<file path="config.mk">
export PLATFORM = sky130hd
export DESIGN_NAME = microsequencer
export DESIGN_NICKNAME = d
export VERILOG_FILES = /design/src/rtl/microsequencer.sv
export SDC_FILE = /design/constraint.sdc
export NUM_CORES = 1
export LEC_CHECK = 0
export BUFFER_PORTS_ARGS = -buffer_cell sky130_fd_sc_hd__buf_2
export CORE_MARGIN = 2
export CORE_UTILIZATION = 51
export CTS_BUF_LIST = sky130_fd_sc_hd__clkbuf_16
export DETAILED_ROUTE_END_ITERATION = 10
export GPL_ROUTABILITY_DRIVEN = 1
export PLACE_DENSITY_LB_ADDON = 0.12
export SYNTH_ARGS = -nofsm -noshare
export SYNTH_HDL_FRONTEND = slang
export SYNTH_SLANG_ARGS = --single-unit
export TNS_END_PERCENT = 30
</file>
<file path="constraint.sdc">
create_clock -name clk -period 6.2 [get_ports clk]
set_input_delay 0.62 -clock clk [delete_from_list [all_inputs] [get_ports clk]]
set_output_delay 0.62 -clock clk [all_outputs]
set_load 0.02 [all_outputs]
</file>
<file path="src/rtl/microsequencer.sv">
// rtl/microsequencer.sv - next-state generator with 2-entry micro-return stack
module microsequencer #(
  parameter int MAX_STATE = 256
) (
  input  logic       clk,
  input  logic       reset,
  input  logic [2:0] mode,
  input  logic       inv,
  input  logic [2:0] cond_sel,
  input  logic [9:0] cr,
  input  logic [9:0] enc_addr,
  input  logic       mfc,
  input  logic       cond_pass,
  input  logic       flag_z,
  input  logic       flag_n,
  input  logic       flag_c,
  input  logic       flag_v,
  output logic [9:0] next_state,
  output logic       illegal_state,
  output logic       stack_err
);

  localparam logic [9:0] LIMIT = 10'(MAX_STATE);

  logic       sel_cond;
  logic       c;
  logic [9:0] inc;
  logic [9:0] target;
  logic       out_of_range;
  logic       is_call;
  logic       is_ret;
  logic [9:0] stk_top;
  logic [9:0] stk_bot;
  logic [1:0] stk_cnt;

  // Raw condition selected by cond_sel
  always_comb begin
    sel_cond = 1'b0;
    case (cond_sel)
      3'b000:  sel_cond = mfc;
      3'b001:  sel_cond = cond_pass;
      3'b010:  sel_cond = flag_z;
      3'b011:  sel_cond = flag_n;
      3'b100:  sel_cond = flag_c;
      3'b101:  sel_cond = flag_v;
      3'b110:  sel_cond = 1'b0;
      default: sel_cond = 1'b1;
    endcase
  end

  // In mode 111 inv picks call/return, so it must not flip the condition
  assign c       = (mode == 3'b111) ? sel_cond : (sel_cond ^ inv);
  assign inc     = next_state + 10'd1;
  assign is_call = (mode == 3'b111) && !inv;
  assign is_ret  = (mode == 3'b111) && inv;

  // Target selection; an empty-stack return yields state 0
  always_comb begin
    target = '0;
    case (mode)
      3'b000:  target = enc_addr;
      3'b001:  target = '0;
      3'b010:  target = cr;
      3'b011:  target = inc;
      3'b100:  target = c ? cr : inc;
      3'b101:  target = c ? cr : enc_addr;
      3'b110:  target = c ? inc : cr;
      default: target = is_call ? cr : ((stk_cnt == 2'd0) ? 10'd0 : stk_top);
    endcase
  end

  assign out_of_range = (target > LIMIT);

  // Register next state, range flag and return stack on the same edge
  always_ff @(posedge clk or negedge reset) begin
    if (!reset) begin
      next_state    <= '0;
      illegal_state <= 1'b0;
      stack_err     <= 1'b0;
      stk_top       <= '0;
      stk_bot       <= '0;
      stk_cnt       <= '0;
    end else begin
      next_state    <= out_of_range ? 10'd0 : target;
      illegal_state <= out_of_range;
      if (is_call) begin
        // A push on a full stack drops the older entry
        stk_bot <= stk_top;
        stk_top <= inc;
        if (stk_cnt == 2'd2) begin
          stack_err <= 1'b1;
        end else begin
          stk_cnt <= stk_cnt + 2'd1;
        end
      end else if (is_ret) begin
        if (stk_cnt == 2'd0) begin
          stack_err <= 1'b1;
        end else begin
          stk_top <= stk_bot;
          stk_bot <= '0;
          stk_cnt <= stk_cnt - 2'd1;
        end
      end
    end
  end

endmodule

</file>
==> results of run 1 <==
==> power by group through the flow <==
stage | Combinational [uW] | Sequential, uW | Clock [uW]
6_report | 187 | 278 | 236
5_1_grt | 203 | 282 | 247
4_1_cts | 185 | 277 | 238
3_5_place_dp | 183 | 281 | 0
3_3_place_gp | 180 | 280 | 0
2_1_floorplan | 114 | 286 | 0
==> layer usage <==
metal  wire (um)  vias to the layer above  GRT usage
met3         504                       15     0.0470
li1            -                     1157          -
met4         148                        0     0.0947
met1        3240                     1132      0.400
met2        3140                      114      0.394
met5           0                        -          0
==> synthesized netlist by cell type (2+ instances only) <==
cell and n:
nand2_1 49, dfrtp_1 34, nand3_1 23, o21ai_0 18, nor2_1 17, mux2i_1 15
and3_1 11, clkbuf_1 11, a21oi_1 9, mux2_2 7, inv_1 6, nor2b_1 6
nor3_1 6, a221oi_1 5, o211ai_1 5, xor2_1 5, a22oi_1 4, xnor2_1 4
a31oi_1 3, o22ai_1 3, or2_2 3, a211oi_1 2, a31o_2 2, nand4_1 2
nor3_2 2, o21ai_1 2, o221ai_1 2, o31ai_1 2
==> state kept, by name, indices dropped and copies added, names as in the netlist <==
name / flops
next_state: 10
stack_err: 1
stk_bot: 10
stk_cnt: 2
illegal_state: 1
stk_top: 10
==> cell type report <==
cell class / count / area, um2 / area share
clock inverters: 3 / 12.5 / 0.00441
repair buffers: 47 / 238 / 0.0837
flip-flops and latches: 34 / 851 / 0.300
inverters: 7 / 26.3 / 0.00925
clock buffers: 5 / 125 / 0.0441
multi-input cells: 237 / 1520 / 0.535
well taps: 54 / 67.6 / 0.0238
==> worst max path at each step <==
stage	start	endpoint	slack, ns	depth (start not counted)
final	cond_sel[1]	next_state[8]	3.10	9
after global routing	cond_sel[1]	next_state[8]	2.82	9
after CTS	cond_sel[1]	next_state[8]	3.11	9
after detailed placement	cond_sel[1]	next_state[8]	2.83	9
after global placement	cond_sel[1]	next_state[8]	2.94	9
after floorplan	cond_sel[1]	next_state[8]	3.30	8
==> logic make-up after synthesis <==
kind of cell / count (synthesis) / share of synthesized area
muxes: 23 / 0.0999
AOI/OAI and AO/OA: 74 / 0.218
and+or+nand+nor: 128 / 0.257
other: 1 / 0.00154
buffers and inverters: 20 / 0.0312
xor gates and xnor gates: 10 / 0.0389
adders and majority gates: 1 / 0.00512
DFF: 34 / 0.348
==> stage by stage <==
stage	utilization	setup WS (ns)
after floorplan	-	3.30
after global placement	0.580	2.94
after detailed placement	0.580	2.83
after CTS	0.609	3.11
after global routing	0.609	2.82
final	0.609	3.10
==> summary.txt, run 1 <==
Outcome
  – Run status: complete, no violations

Routing
  – Routed WL: 7.04 mm
  – Vias per cell: 6.25
  – First DRT Iteration DRCs: 322
  – Via count: around 2,400
  – DRT Pass-1 Iters: 7
  – DR DRC count: 0
  – Avg WL per Cell: 18.2 um
  – Post-route ant nets: 0

Logic synthesis
  – Syn Area/Cell: 8.39 um2
  – Synth warn: 0
  – Mapped cell area: 0.00244 mm2
  – Seq/Total Area, Yosys: 0.348
  – Post-synth top area cell: dfrtp_1
  – Async S/R FF share, synth: 1.00
  – Area contributors post-synth: dfrtp_1 (35%), nand2_1 (7.5%), mux2i_1 (6.1%)
  – Area share of the largest cell type after synthesis: 0.348
  – Main synth FF type: dfrtp_1
  – Synthesis-stage register bit count: 34
  – Syn_nets: about 330
  – Number of synthesized flops with an enable pin: 0
  – Syn Inst Count: 291
  – Synth unique cells: 61

Cells and area
  – Ant. Diodes: 0
  – Finished Cell Area: 0.00284 mm2
  – Layout area overhead: 16.3%
  – Most frequent cells in the layout: nand2_1 (49), buf_2 (46), dfrtp_1 (34)
  – Commonest non-fill, non-tap cell in the layout: nand2_1
  – Layout cells sized above 1: 0.234
  – Layout fillers: 448
  – Post-Layout Cell Count: around 390
  – Nets: 368

STA
  – Final Hold Fails: 0
  – Setup Skew: 0.00159 ns
  – Tightest Pin Transition: 0.814 ns
  – Worst rel slew slack: 0.448
  – Final worst-path cycle share: 0.501
  – Finish-stage setup viols: 0
  – Number of max-slew violations in the final report: 0
  – Setup tns final: 0 ns
  – F_max: 322 MHz
  – Hold slack: 0.400 ns
  – Clock period minus worst slack: 3.10 ns
  – RSZ-0062 raised after global routing: no

Pwr
  – PwrDens: 246 mW/mm2
  – Gate power share: 0.267
  – Clock power frac: 0.337
  – Static Leak: ~0.0014 uW
  – Net Sw Power: ~230 uW
  – P_int: 470 uW
  – VDD IR-drop max: 217 uV
  – Total power: 700 uW
  – Sequential power share: 0.397
  – Switching share of power: 0.329

Hold path
  – HP Class: primary input to asynchronous set/reset pin

Clocking
  – Clk root buf: clkbuf_16
  – CTS tree: done
  – # resized after CTS: 0
  – Post-CTS Hold Fix Bufs: 0
  – Worst-path clk slew: 0.05 ns
  – Clk_lat worst skew: 0.28 ns
  – Post CTS Setup Buffer Count: 0
  – H-tree Lvls: 2
  – Clock Sinks: 34
  – Cts bufs inserted: 5
  – Max Root-Sink Buffers: 2

Placement
  – GPL Wtd Cong: 0.897
  – Dpl cells: 379
  – I/O Buffers: 46
  – Post-detail-place hpwl: about 5 mm
  – Placed cell area: 0.00270 mm2

Critical path
  – R2r startpoint: next_state[0]
  – FF-to-FF End: illegal_state
  – Worst Path Class, Setup: primary input to register
  – Path depth of the worst reg2reg path: 9
  – Critical-path top delay cell: o311ai_1
  – CP max stage delay: 0.73 ns
  – Setup crit start kind: primary input
  – R2R setup slack: about 3.5 ns
  – CP arrival: 3.32 ns
  – CP top delay family: compound AO/OA/AOI/OAI gates
  – Worst path required time: 6.42 ns
  – Bufs and invs on worst path: 1
  – CP Max Fanout: 6
  – Worst path cell trace: buf_2 > o311ai_1 > a21oi_2 > nor2_2 > mux2_4 > a221oi_1 > o211ai_1 > nor3_2 > and2_1
  – Element type at the critical path end: register

Global route
  – Initial antenna violation count: 0
  – All-Layer GR Usage: 0.270
  – Vias in the first global route: 2,115
  – First-pass GRT wire length: between 10 and 15 mm
  – Largest net degree at the start of global routing: 35
  – Global route total overflow: 0

Floorplanning
  – Die span in x: around 73 um
  – I/O Pins: 47
  – # rows: 25
  – Die area: 0.00536 mm2
  – Height of the chip: 73.2 um
  – Initial core utilization: 0.524
  – Floorplan Core Area: 0.00466 mm2

Job
  – MaxCap Viol Count: 0
Note: power is estimated with default switching activity, not from simulation.
==> inputs of run 2 (changes only) <==
==> constraint.sdc (replaced) <==
create_clock -name clk -period 2.9 [get_ports clk]
set_input_delay 0.29 -clock clk [delete_from_list [all_inputs] [get_ports clk]]
set_output_delay 0.29 -clock clk [all_outputs]
set_load 0.02 [all_outputs]
==> run 2 against run 1 <==
Net effect:
- sequential power up 110%
- register-to-register slack worse by 3.0 ns
- cell area rose by 4.4%
- power up 120%
- clock power rose by 110%
- first-iteration DRC count decreased by 20%
- critical path type unchanged
- critical endpoint is now illegal_state
- largest cell class unchanged
- highest routed layer unchanged
==> summary.txt, run 2 (synthesis gave the netlist of run 1 again) <==
Critical path
  – Element type at the critical path end: register (unchanged)
  – CP Max Fanout: 9 (was 6)
  – R2R setup slack: 0.44 ns (was 3.46 ns)
  – CP arrival: 2.73 ns (was 3.32 ns)
  – Worst path required time: 3.06 ns (was 6.42 ns)
  – Worst Path Class, Setup: primary input to register (unchanged)
  – Worst setup path endpoint: illegal_state (was next_state[8])
  – Crit path from: cond_sel[1] (unchanged)
  – Setup crit start kind: primary input (unchanged)
  – FF-to-FF End: next_state[8] (was illegal_state)
  – Path depth of the worst reg2reg path: 8 (was 9)
  – R2r startpoint: stk_cnt[1] (was next_state[0])

STA
  – Final Hold Fails: 0 (unchanged)
  – Finish-stage setup viols: 0 (unchanged)
  – Setup Skew: 0.00361 ns (was 0.00159 ns)
  – Hold slack: 0.0882 ns (was 0.400 ns)
  – Number of max-slew violations in the final report: 0 (unchanged)
  – Worst rel slew slack: 0.490 (was 0.448)
  – Final worst-path cycle share: 0.888
  – Setup tns final: 0 ns (unchanged)
  – RSZ-0062 raised after global routing: no (unchanged)
  – Clock period minus worst slack: about 2.6 ns
  – Tightest Pin Transition: 0.765 ns (was 0.814 ns)
  – F_max: 388 MHz
  – Post-route setup slack: 0.325 ns (was 3.10 ns)

Outcome
  – Run status: complete, no violations (unchanged)

Cells and area
  – Most frequent cells in the layout: nand2_1 (49), buf_2 (46), dfrtp_1 (34) (unchanged)
  – Commonest non-fill, non-tap cell in the layout: nand2_1 (unchanged)
  – Layout area overhead: 21.4% (was 16.3%)
  – Layout fillers: 417 (was 448)
  – Nets: 383 (was 368)
  – Ant. Diodes: 0 (unchanged)
  – Largest regs: next_state: 10 flops, stk_bot: 10 flops, stk_top: 10 flops (unchanged)
  – Layout cells sized above 1: 0.267 (was 0.234)
  – Finished Cell Area: 0.00297 mm2 (was 0.00284 mm2)

Routing
  – Via count: 2,468 (was 2,418)
  – Post-route ant nets: 0 (unchanged)
  – First DRT Iteration DRCs: 259 (was 322)
  – DR DRC count: 0 (unchanged)
  – Routed WL: 7.01 mm (was 7.04 mm)
  – DRT Pass-1 Iters: 7 (unchanged)
  – Avg WL per Cell: 17.4 um (was 18.2 um)
  – Vias per cell: 6.14 (was 6.25)

Global route
  – Vias in the first global route: 2,217 (was 2,115)
  – Largest net degree at the start of global routing: 35 (unchanged)
  – Global route total overflow: 0 (unchanged)
  – All-Layer GR Usage: 0.277 (was 0.270)
  – Initial antenna violation count: 0 (unchanged)
  – First-pass GRT wire length: 11.3 mm (was 10.8 mm)

Clocking
  – Cts bufs inserted: 5 (unchanged)
  – CTS tree: done (unchanged)
  – Worst-path clk slew: 0.05 ns (about the same)
  – Max Root-Sink Buffers: 2 (unchanged)
  – Clk_lat worst skew: 0.27 ns (was 0.28 ns)
  – H-tree Lvls: 2 (unchanged)
  – Clk root buf: clkbuf_16 (unchanged)
  – # resized after CTS: 0 (unchanged)
  – Post CTS Setup Buffer Count: 0 (unchanged)
  – Clock Sinks: 34 (unchanged)
  – Post-CTS Hold Fix Bufs: 0 (unchanged)

Placement
  – I/O Buffers: 46 (unchanged)
  – Post-detail-place hpwl: 5.32 mm (was 5.13 mm)
  – Placed cell area: 0.00283 mm2 (was 0.00270 mm2)
  – GPL Wtd Cong: 0.954 (was 0.897)
  – Post-Place Setup Slack: 0.0689 ns (was 2.83 ns)

Pwr
  – PwrDens: 510 mW/mm2 (was 246 mW/mm2)
  – VDD IR-drop max: 391 uV (was 217 uV)
  – Static Leak: 0.00147 uW (was 0.00139 uW)

Floorplanning
  – Die area: 0.00536 mm2 (unchanged)
  – Floorplan Core Area: 0.00466 mm2 (unchanged)
  – Initial core utilization: 0.524 (unchanged)
  – Die span in x: 73.2 um (unchanged)
  – # rows: 25 (unchanged)
  – I/O Pins: 47 (unchanged)
  – Height of the chip: 73.2 um (unchanged)

Hold path
  – HP Class: primary input to asynchronous set/reset pin (unchanged)

Job
  – MaxCap Viol Count: 0 (unchanged)
## run 2: changes by cell type in the layout (fill, tap and decap cells not counted)
cell    before  now
buf_12       0    1
buf_4        1   15
## run 2: per-stage QoR
step                       util  total power, uW  cells
after floorplan               -              856    291
after global placement    0.607             1010    394
after detailed placement  0.607             1020    394
after CTS                 0.636             1510    402
after global routing      0.636             1590    402
final                     0.636             1510    402
## run 2: worst max-delay path: stages
cell and delay, ns:
buf_2 0.13, mux2i_1 0.14, a22oi_1 0.48, nand2_2 0.19
xnor2_2 0.30, mux2_2 0.37, a221oi_1 0.31, a21oi_1 0.08
o21bai_2 0.27, nor2b_1 0.17
## run 2: worst min path at each step
stage | from | end | cells after the start
after floorplan | reset | illegal_state | 0
after global placement | reset | stk_bot[9] | 1
after detailed placement | reset | stk_top[9] | 1
after CTS | reset | stk_top[9] | 1
after global routing | reset | stk_top[9] | 1
final | reset | stk_top[9] | 1
## run 2: final cells by class
cell class,count,area (um2),share of cell area
multi-input cells,237,1520,0.513
flip-flops and latches,34,851,0.287
repair buffers,62,363,0.122
clock buffers,5,125,0.0422
well taps,54,67.6,0.0228
inverters,7,26.3,0.00886
clock inverters,3,12.5,0.00422
## run 2: per-layer routing
layer | part of all wire | routed length (um) | vias up | GRT usage
li1 | - | - | 1185 | -
met1 | 0.46 | 3190 | 1151 | 0.403
met2 | 0.45 | 3150 | 121 | 0.412
met3 | 0.077 | 538 | 11 | 0.0552
met4 | 0.017 | 121 | 0 | 0.0885
met5 | 0 | 0 | - | 0
## run 2: power by group
part / internal (uW) / total, uW / switching, uW
logic: 177 / 426 / 249
clock network: 310 / 497 / 187
registers: 536 / 591 / 54.3
total: 1020 / 1510 / 490
